===== src/rtl/tdc_uart_rx.sv =====
// rtl/tdc_uart_rx.sv - UART receiver that assembles NBYTES-byte TDC measurement words
// Optional even-parity bit between data and stop when TDC_UART_PARITY_EN is defined.
module tdc_uart_rx #(
  parameter int CLKS_PER_BIT = 434,
  parameter int NBYTES       = 2,
  parameter int TIMEOUT_BITS = 20
) (
  input  logic                clk,
  input  logic                reset,
  input  logic                rx,
  output logic [7:0]          byte_data,
  output logic                byte_valid,
  output logic [8*NBYTES-1:0] result,
  output logic                result_valid,
  input  logic                result_ready,
  output logic                frame_err,
  output logic                overrun
);
  localparam int CW   = $clog2(CLKS_PER_BIT);
  localparam int IW   = (NBYTES > 1) ? $clog2(NBYTES) : 1;
  localparam int SW   = (NBYTES > 1) ? 8*(NBYTES-1) : 8;
  localparam int TLIM = TIMEOUT_BITS*CLKS_PER_BIT;
  localparam int TW   = $clog2(TLIM + 1);

`ifdef TDC_UART_PARITY_EN
  typedef enum logic [2:0] {S_IDLE, S_START, S_DATA, S_PARITY, S_STOP} state_t;
`else
  typedef enum logic [2:0] {S_IDLE, S_START, S_DATA, S_STOP} state_t;
`endif

  state_t               r_state, w_state_nxt;
  logic                 r_rx_meta, r_rx_sync, r_armed;
  logic [CW-1:0]        r_bit_cnt;
  logic [2:0]           r_bit_idx;
  logic [7:0]           r_shift, r_byte_data;
  logic                 r_byte_valid, r_frame_err, r_overrun, r_result_valid;
  logic [IW-1:0]        r_byte_idx;
  logic [SW-1:0]        r_staging;
  logic [8*NBYTES-1:0]  r_result, w_frame;
  logic [TW-1:0]        r_tmo_cnt;
  logic                 w_half_hit, w_full_hit, w_byte_ok, w_frame_err;
`ifdef TDC_UART_PARITY_EN
  logic                 r_par_err;
`endif

  assign w_half_hit = (r_bit_cnt == CW'(CLKS_PER_BIT/2 - 1));
  assign w_full_hit = (r_bit_cnt == CW'(CLKS_PER_BIT - 1));

  always_comb begin
    w_state_nxt = r_state;
    w_byte_ok   = 1'b0;
    w_frame_err = 1'b0;
    case (r_state)
      S_IDLE:   if (r_armed && !r_rx_sync) w_state_nxt = S_START;
      S_START:  if (w_half_hit) w_state_nxt = r_rx_sync ? S_IDLE : S_DATA;
`ifdef TDC_UART_PARITY_EN
      S_DATA:   if (w_full_hit && r_bit_idx == 3'd7) w_state_nxt = S_PARITY;
      S_PARITY: if (w_full_hit) w_state_nxt = S_STOP;
`else
      S_DATA:   if (w_full_hit && r_bit_idx == 3'd7) w_state_nxt = S_STOP;
`endif
      S_STOP: begin
        if (w_full_hit) begin
          w_state_nxt = S_IDLE;
`ifdef TDC_UART_PARITY_EN
          w_frame_err = !r_rx_sync || r_par_err;
`else
          w_frame_err = !r_rx_sync;
`endif
          w_byte_ok   = !w_frame_err;
        end
      end
      default:  w_state_nxt = S_IDLE;
    endcase
  end

  always_ff @(posedge clk) begin
    if (reset) begin
      r_rx_meta    <= 1'b1;
      r_rx_sync    <= 1'b1;
      r_armed      <= 1'b1;
      r_state      <= S_IDLE;
      r_bit_cnt    <= '0;
      r_bit_idx    <= '0;
      r_shift      <= '0;
      r_byte_data  <= '0;
      r_byte_valid <= 1'b0;
      r_frame_err  <= 1'b0;
`ifdef TDC_UART_PARITY_EN
      r_par_err    <= 1'b0;
`endif
    end else begin
      r_rx_meta    <= rx;
      r_rx_sync    <= r_rx_meta;
      r_state      <= w_state_nxt;
      r_byte_valid <= w_byte_ok;
      r_frame_err  <= w_frame_err;
      if (w_byte_ok) r_byte_data <= r_shift;
      // a line stuck low must go high again before the next start bit counts
      if (w_frame_err && !r_rx_sync) r_armed <= 1'b0;
      else if (r_rx_sync)            r_armed <= 1'b1;
      case (r_state)
        S_IDLE: r_bit_cnt <= '0;
        S_START: begin
          r_bit_idx <= '0;
          r_bit_cnt <= w_half_hit ? '0 : r_bit_cnt + CW'(1);
        end
        S_DATA: begin
          if (w_full_hit) begin
            r_bit_cnt <= '0;
            r_shift   <= {r_rx_sync, r_shift[7:1]};
            r_bit_idx <= r_bit_idx + 3'd1;
          end else begin
            r_bit_cnt <= r_bit_cnt + CW'(1);
          end
        end
`ifdef TDC_UART_PARITY_EN
        S_PARITY: begin
          if (w_full_hit) begin
            r_bit_cnt <= '0;
            r_par_err <= r_rx_sync ^ (^r_shift);
          end else begin
            r_bit_cnt <= r_bit_cnt + CW'(1);
          end
        end
`endif
        default: r_bit_cnt <= w_full_hit ? '0 : r_bit_cnt + CW'(1);
      endcase
    end
  end

  if (NBYTES > 1) begin : g_multi
    assign w_frame = {r_byte_data, r_staging};
  end else begin : g_single
    assign w_frame = r_byte_data;
  end

  always_ff @(posedge clk) begin
    if (reset) begin
      r_byte_idx     <= '0;
      r_staging      <= '0;
      r_result       <= '0;
      r_result_valid <= 1'b0;
      r_overrun      <= 1'b0;
      r_tmo_cnt      <= '0;
    end else begin
      r_overrun <= 1'b0;
      if (r_result_valid && result_ready) r_result_valid <= 1'b0;
      if (r_byte_valid) begin
        r_tmo_cnt <= '0;
        if (r_byte_idx == IW'(NBYTES-1)) begin
          r_byte_idx <= '0;
          if (!r_result_valid || result_ready) begin
            r_result       <= w_frame;
            r_result_valid <= 1'b1;
          end else begin
            r_overrun <= 1'b1;
          end
        end else begin
          r_staging[8*r_byte_idx +: 8] <= r_byte_data;
          r_byte_idx <= r_byte_idx + IW'(1);
        end
      end else if (w_frame_err) begin
        r_byte_idx <= '0;
      end else if (r_byte_idx != '0 && r_state == S_IDLE) begin
        // inter-byte gap too long: drop the partial frame without a pulse
        if (r_tmo_cnt == TW'(TLIM-1)) begin
          r_byte_idx <= '0;
          r_tmo_cnt  <= '0;
        end else begin
          r_tmo_cnt <= r_tmo_cnt + TW'(1);
        end
      end
    end
  end

  assign byte_data    = r_byte_data;
  assign byte_valid   = r_byte_valid;
  assign result       = r_result;
  assign result_valid = r_result_valid;
  assign frame_err    = r_frame_err;
  assign overrun      = r_overrun;
endmodule


===== config.mk =====
export PLATFORM = sky130hd
export DESIGN_NAME = tdc_uart_rx
export DESIGN_NICKNAME = d
export VERILOG_FILES = /design/src/rtl/tdc_uart_rx.sv
export SDC_FILE = /design/constraint.sdc
export NUM_CORES = 1
export LEC_CHECK = 0
export BUFFER_PORTS_ARGS = -buffer_cell sky130_fd_sc_hd__buf_2
export CORE_ASPECT_RATIO = 2
export CORE_MARGIN = 3
export CORE_UTILIZATION = 56
export CTS_CLUSTER_DIAMETER = 150
export DETAILED_ROUTE_END_ITERATION = 12
export HOLD_SLACK_MARGIN = 0.12
export PLACE_DENSITY_LB_ADDON = 0.2
export SLEW_MARGIN = 30
export SYNTH_ARGS = -nofsm -noshare
export SYNTH_HDL_FRONTEND = slang
export SYNTH_SLANG_ARGS = --single-unit

===== constraint.sdc =====
create_clock -name clk -period 3.35 [get_ports clk]
set_input_delay 0.335 -clock clk [delete_from_list [all_inputs] [get_ports clk]]
set_output_delay 0.335 -clock clk [all_outputs]
set_load 0.02 [all_outputs]

==> impl_metrics.json <==
{
  "synth_compound_area_share_pct": 8.77,
  "synth-edff-count": 0,
  "slowest_delay_ns": 0.53,
  "timing.hold.worst_path_depth": 2,
  "crit-reg2reg-capture": "r_byte_idx$_SDFFE_PP0P_",
  "dp_cells": 427,
  "comb_power_share_pct": 2.1,
  "fin_area_um2": 3520,
  "clock-skew-final_ns": 0.00550,
  "worstPathRequired_ns": 3.56,
  "top_layer": "met4",
  "hold_path_startpoint": "rx",
  "grt_overflow_total": 0,
  "layout.core_utilization_pct": 64.3,
  "worst_slew_pin_slew_ns": 0.640,
  "post_cts_gate_resize_count": 0,
  "area_share_of_and_or_nand_nor_cells_after_synthesis_pct": 26.1,
  "post-route-period-util_pct": 56.8,
  "synthToLayoutAreaGrowth_pct": 11.1,
  "design_power_total_mw": 1.65,
  "cts_hold_repair.buffers": 0,
  "period_needed_ns": 1.90,
  "hold_viol_final": 0,
  "cp_slowest_cell": "sky130_fd_sc_hd__o31ai_4",
  "synth-xor-area-share_pct": 5.53,
  "cts.path.max_buffers": 2,
  "path_cells": "ha_1, nor4b_1, nand2_1, o31ai_4, o22ai_1",
  "timing.fmax_mhz": 525,
  "power_density_nw_per_um2": 468,
  "cts_sinks": 76,
  "first_iter_violations": 95,
  "route.layer.met1.wl_um": 2490,
  "path_clk_slew_ns": 0.07,
  "cp_top_family": "compound AO/OA/AOI/OAI gates",
  "synth_async_sr_flop_share_pct": 0,
  "route.detailed.wl_per_inst_um": 13.0,
  "die_y_um": 112,
  "cell_types_with_the_highest_counts_after_synthesis": "sky130_fd_sc_hd__dfxtp_1 (76), sky130_fd_sc_hd__nand2_1 (64), sky130_fd_sc_hd__nor2_1 (48)",
  "holdPathEnd": "r_rx_meta$_SDFF_PP1_",
  "fin_tns_setup_ns": 0,
  "synthMostInstantiatedCell": "sky130_fd_sc_hd__dfxtp_1",
  "grt_pass1_vias": 2188,
  "power.clock.fraction_pct": 42.4,
  "final_nets": 388,
  "worst_slack_ns": 1.45,
  "p_int_mw": 1.30,
  "coreArea_um2": 5470,
  "min_path_type": "primary input to register",
  "mean_instance_size_in_the_synthesized_netlist_um2": 8.94,
  "critical_path.startpoint_type": "register",
  "synth_largest_area_cell": "sky130_fd_sc_hd__dfxtp_1",
  "synth_warnings": 0,
  "worst-setup-path-type": "register to register",
  "rrSetupSlack_ns": 1.45,
  "critPathArrivalTime_ns": 2.11,
  "syn_nets": 364,
  "avgViaCountPerCell": 5.35,
  "leakage_nw": 1.26,
  "syn_inst": 354,
  "die_area_um2": 6650,
  "numCtsBuffers": 9,
  "rr_startpoint": "r_tmo_cnt[0]$_SDFFE_PP0P_",
  "boundaryPins": 32,
  "yosysSeqAreaShare_pct": 48.1,
  "initial_core_util_pct": 57.9,
  "met2_wirelength_um": 2950,
  "grt_max_degree": 45,
  "switching_power_mw": 0.345,
  "yosys.cell_types.count": 42,
  "sw_frac_of_total_pct": 21.0,
  "timing.critical_path.buf_inv": 0,
  "critical_path_peak_fanout": 15,
  "vias": 2371,
  "netlist.area_leader.share_pct": 48.1,
  "ffs_latches_synth": 76,
  "synth_area_um2": 3170,
  "grt_first_pass_wirelength_um": 9890,
  "status": "complete, no violations",
  "synth.top_cells.by_area": "sky130_fd_sc_hd__dfxtp_1 (48%), sky130_fd_sc_hd__nand2_1 (7.6%), sky130_fd_sc_hd__nor2_1 (5.7%)",
  "synth.area.mux_share_pct": 5.06,
  "grt_setup_unrepaired": "false",
  "remaining_drc_errors": 0,
  "finalSetupViolations": 0,
  "stdcell_count": 443,
  "grt_usage_pct": 19.2,
  "post_cts_buffers": 0,
  "power_frac_seq_pct": 55.4,
  "met3RoutedLength_um": 211,
  "max-vdd-ir-drop_uv": 417,
  "rows": 38,
  "cts.root.buffer_cell": "sky130_fd_sc_hd__clkbuf_8",
  "worstSetupEndpointType": "register",
  "final_max_slew_viol_count": 0,
  "detailedRoute.firstPassIterationCount": 4,
  "synth_ff_type": "sky130_fd_sc_hd__dfxtp_1",
  "route.antenna.remaining_nets": 0,
  "n_antenna_cell": 0,
  "antenna_found_initial": 0,
  "timing.max_slew.rel_slack_pct": 57.2,
  "placement.cell_area_um2": 3310,
  "place_congestion": 0.800,
  "dpl_worst_slack_ns": 1.46,
  "synth_fa_ha_area_share_pct": 2.37,
  "worst_r2r_path_depth": 5,
  "place.detailed.hpwl_um": 4100,
  "cts_tree": "done",
  "largest_family_of_logic_cells_by_synthesized_area": "simple AND/OR/NAND/NOR gates",
  "clock_insertion_delay_worst_skew_ns": 0.34,
  "post_route_worst_hold_slack_ns": 0.175,
  "floorplan.die.width_um": 59.2,
  "drive_gt1_share_pct": 15.4,
  "totalWireLength_um": 5780,
  "max-cap-violations": 0,
  "port_buffers": 31,
  "cts-htree-levels": 3
}
[per-layer routing]
metal / track usage, % / vias to the layer above
met5: 0 / -
met4: 8.77 / 0
met3: 5.75 / 10
met2: 32.0 / 39
met1: 21.8 / 1080
li1: - / 1242
[cell families after synthesis]
| family | after synthesis |
|---|---|
| compound gates | 44 |
| xor+xnor | 20 |
| fa+ha+maj | 6 |
| buf+inv | 28 |
| flops | 76 |
| mux | 16 |
| simple gates | 164 |
[cell usage in the layout, fill, tap and decap left out, types with 2 or more instances in the layout]
| master | synthesis | layout |
|---|---|---|
| sky130_fd_sc_hd__a211o_1 | 2 | 2 |
| sky130_fd_sc_hd__a211oi_1 | 2 | 2 |
| sky130_fd_sc_hd__a21oi_1 | 28 | 28 |
| sky130_fd_sc_hd__a31oi_1 | 2 | 2 |
| sky130_fd_sc_hd__buf_2 | 4 | 31 |
| sky130_fd_sc_hd__buf_4 | 3 | 2 |
| sky130_fd_sc_hd__clkbuf_8 | 0 | 11 |
| sky130_fd_sc_hd__clkinv_2 | 0 | 2 |
| sky130_fd_sc_hd__dfxtp_1 | 76 | 76 |
| sky130_fd_sc_hd__ha_1 | 6 | 6 |
| sky130_fd_sc_hd__inv_1 | 8 | 8 |
| sky130_fd_sc_hd__mux2i_1 | 16 | 16 |
| sky130_fd_sc_hd__nand2_1 | 64 | 64 |
| sky130_fd_sc_hd__nand2b_1 | 2 | 2 |
| sky130_fd_sc_hd__nand3_1 | 10 | 10 |
| sky130_fd_sc_hd__nand4_1 | 5 | 5 |
| sky130_fd_sc_hd__nand4bb_4 | 2 | 2 |
| sky130_fd_sc_hd__nor2_1 | 48 | 48 |
| sky130_fd_sc_hd__nor2b_1 | 6 | 5 |
| sky130_fd_sc_hd__nor3_1 | 7 | 7 |
| sky130_fd_sc_hd__nor4_1 | 5 | 5 |
| sky130_fd_sc_hd__nor4b_1 | 4 | 4 |
| sky130_fd_sc_hd__o32ai_1 | 3 | 3 |
| sky130_fd_sc_hd__or2_2 | 3 | 3 |
| sky130_fd_sc_hd__xnor2_1 | 16 | 16 |
| sky130_fd_sc_hd__xor2_1 | 4 | 4 |
[power by group through the flow]
stage | Clock, mW | Combinational [mW] | Sequential (mW)
2_1_floorplan | 0 | 0.0327 | 0.930
4_1_cts | 0.719 | 0.0358 | 0.913
6_report | 0.698 | 0.0353 | 0.913
3_3_place_gp | 0 | 0.0349 | 0.934
3_5_place_dp | 0 | 0.0357 | 0.934
5_1_grt | 0.757 | 0.0402 | 0.914
[registers in the layout, indices dropped and copies added (netlist names), 2 cells and up]
| register | cells |
|---|---|
| byte_data | 8 |
| r_bit_cnt | 9 |
| r_bit_idx | 3 |
| r_shift | 8 |
| r_staging | 8 |
| r_state | 2 |
| r_tmo_cnt | 14 |
| result | 16 |
[worst max-delay path by stage]
stage,startpoint,to,slack (ns),depth (start not counted)
6_report,r_tmo_cnt[0]$_SDFFE_PP0P_,r_byte_idx$_SDFFE_PP0P_,1.45,5
3_5_place_dp,r_tmo_cnt[0]$_SDFFE_PP0P_,r_byte_idx$_SDFFE_PP0P_,1.46,5
5_1_grt,r_tmo_cnt[0]$_SDFFE_PP0P_,r_byte_idx$_SDFFE_PP0P_,1.27,5
3_3_place_gp,r_tmo_cnt[0]$_SDFFE_PP0P_,r_byte_idx$_SDFFE_PP0P_,1.52,5
4_1_cts,r_tmo_cnt[0]$_SDFFE_PP0P_,r_byte_idx$_SDFFE_PP0P_,1.45,5
2_1_floorplan,r_bit_cnt[0]$_SDFF_PP0_,byte_data[0]$_SDFFE_PP0P_,1.77,5
[final cells by class]
| type | count | area [µm²] |
|---|---|---|
| flip-flops and latches | 76 | 1520 |
| well taps | 60 | 75.1 |
| repair buffers | 33 | 170 |
| inverters | 8 | 30.0 |
| fillers | 458 | 1950 |
| clock inverters | 4 | 47.5 |
| multi-input cells | 250 | 1520 |
| clock buffers | 12 | 155 |
Power figures use the tool's default switching activity.
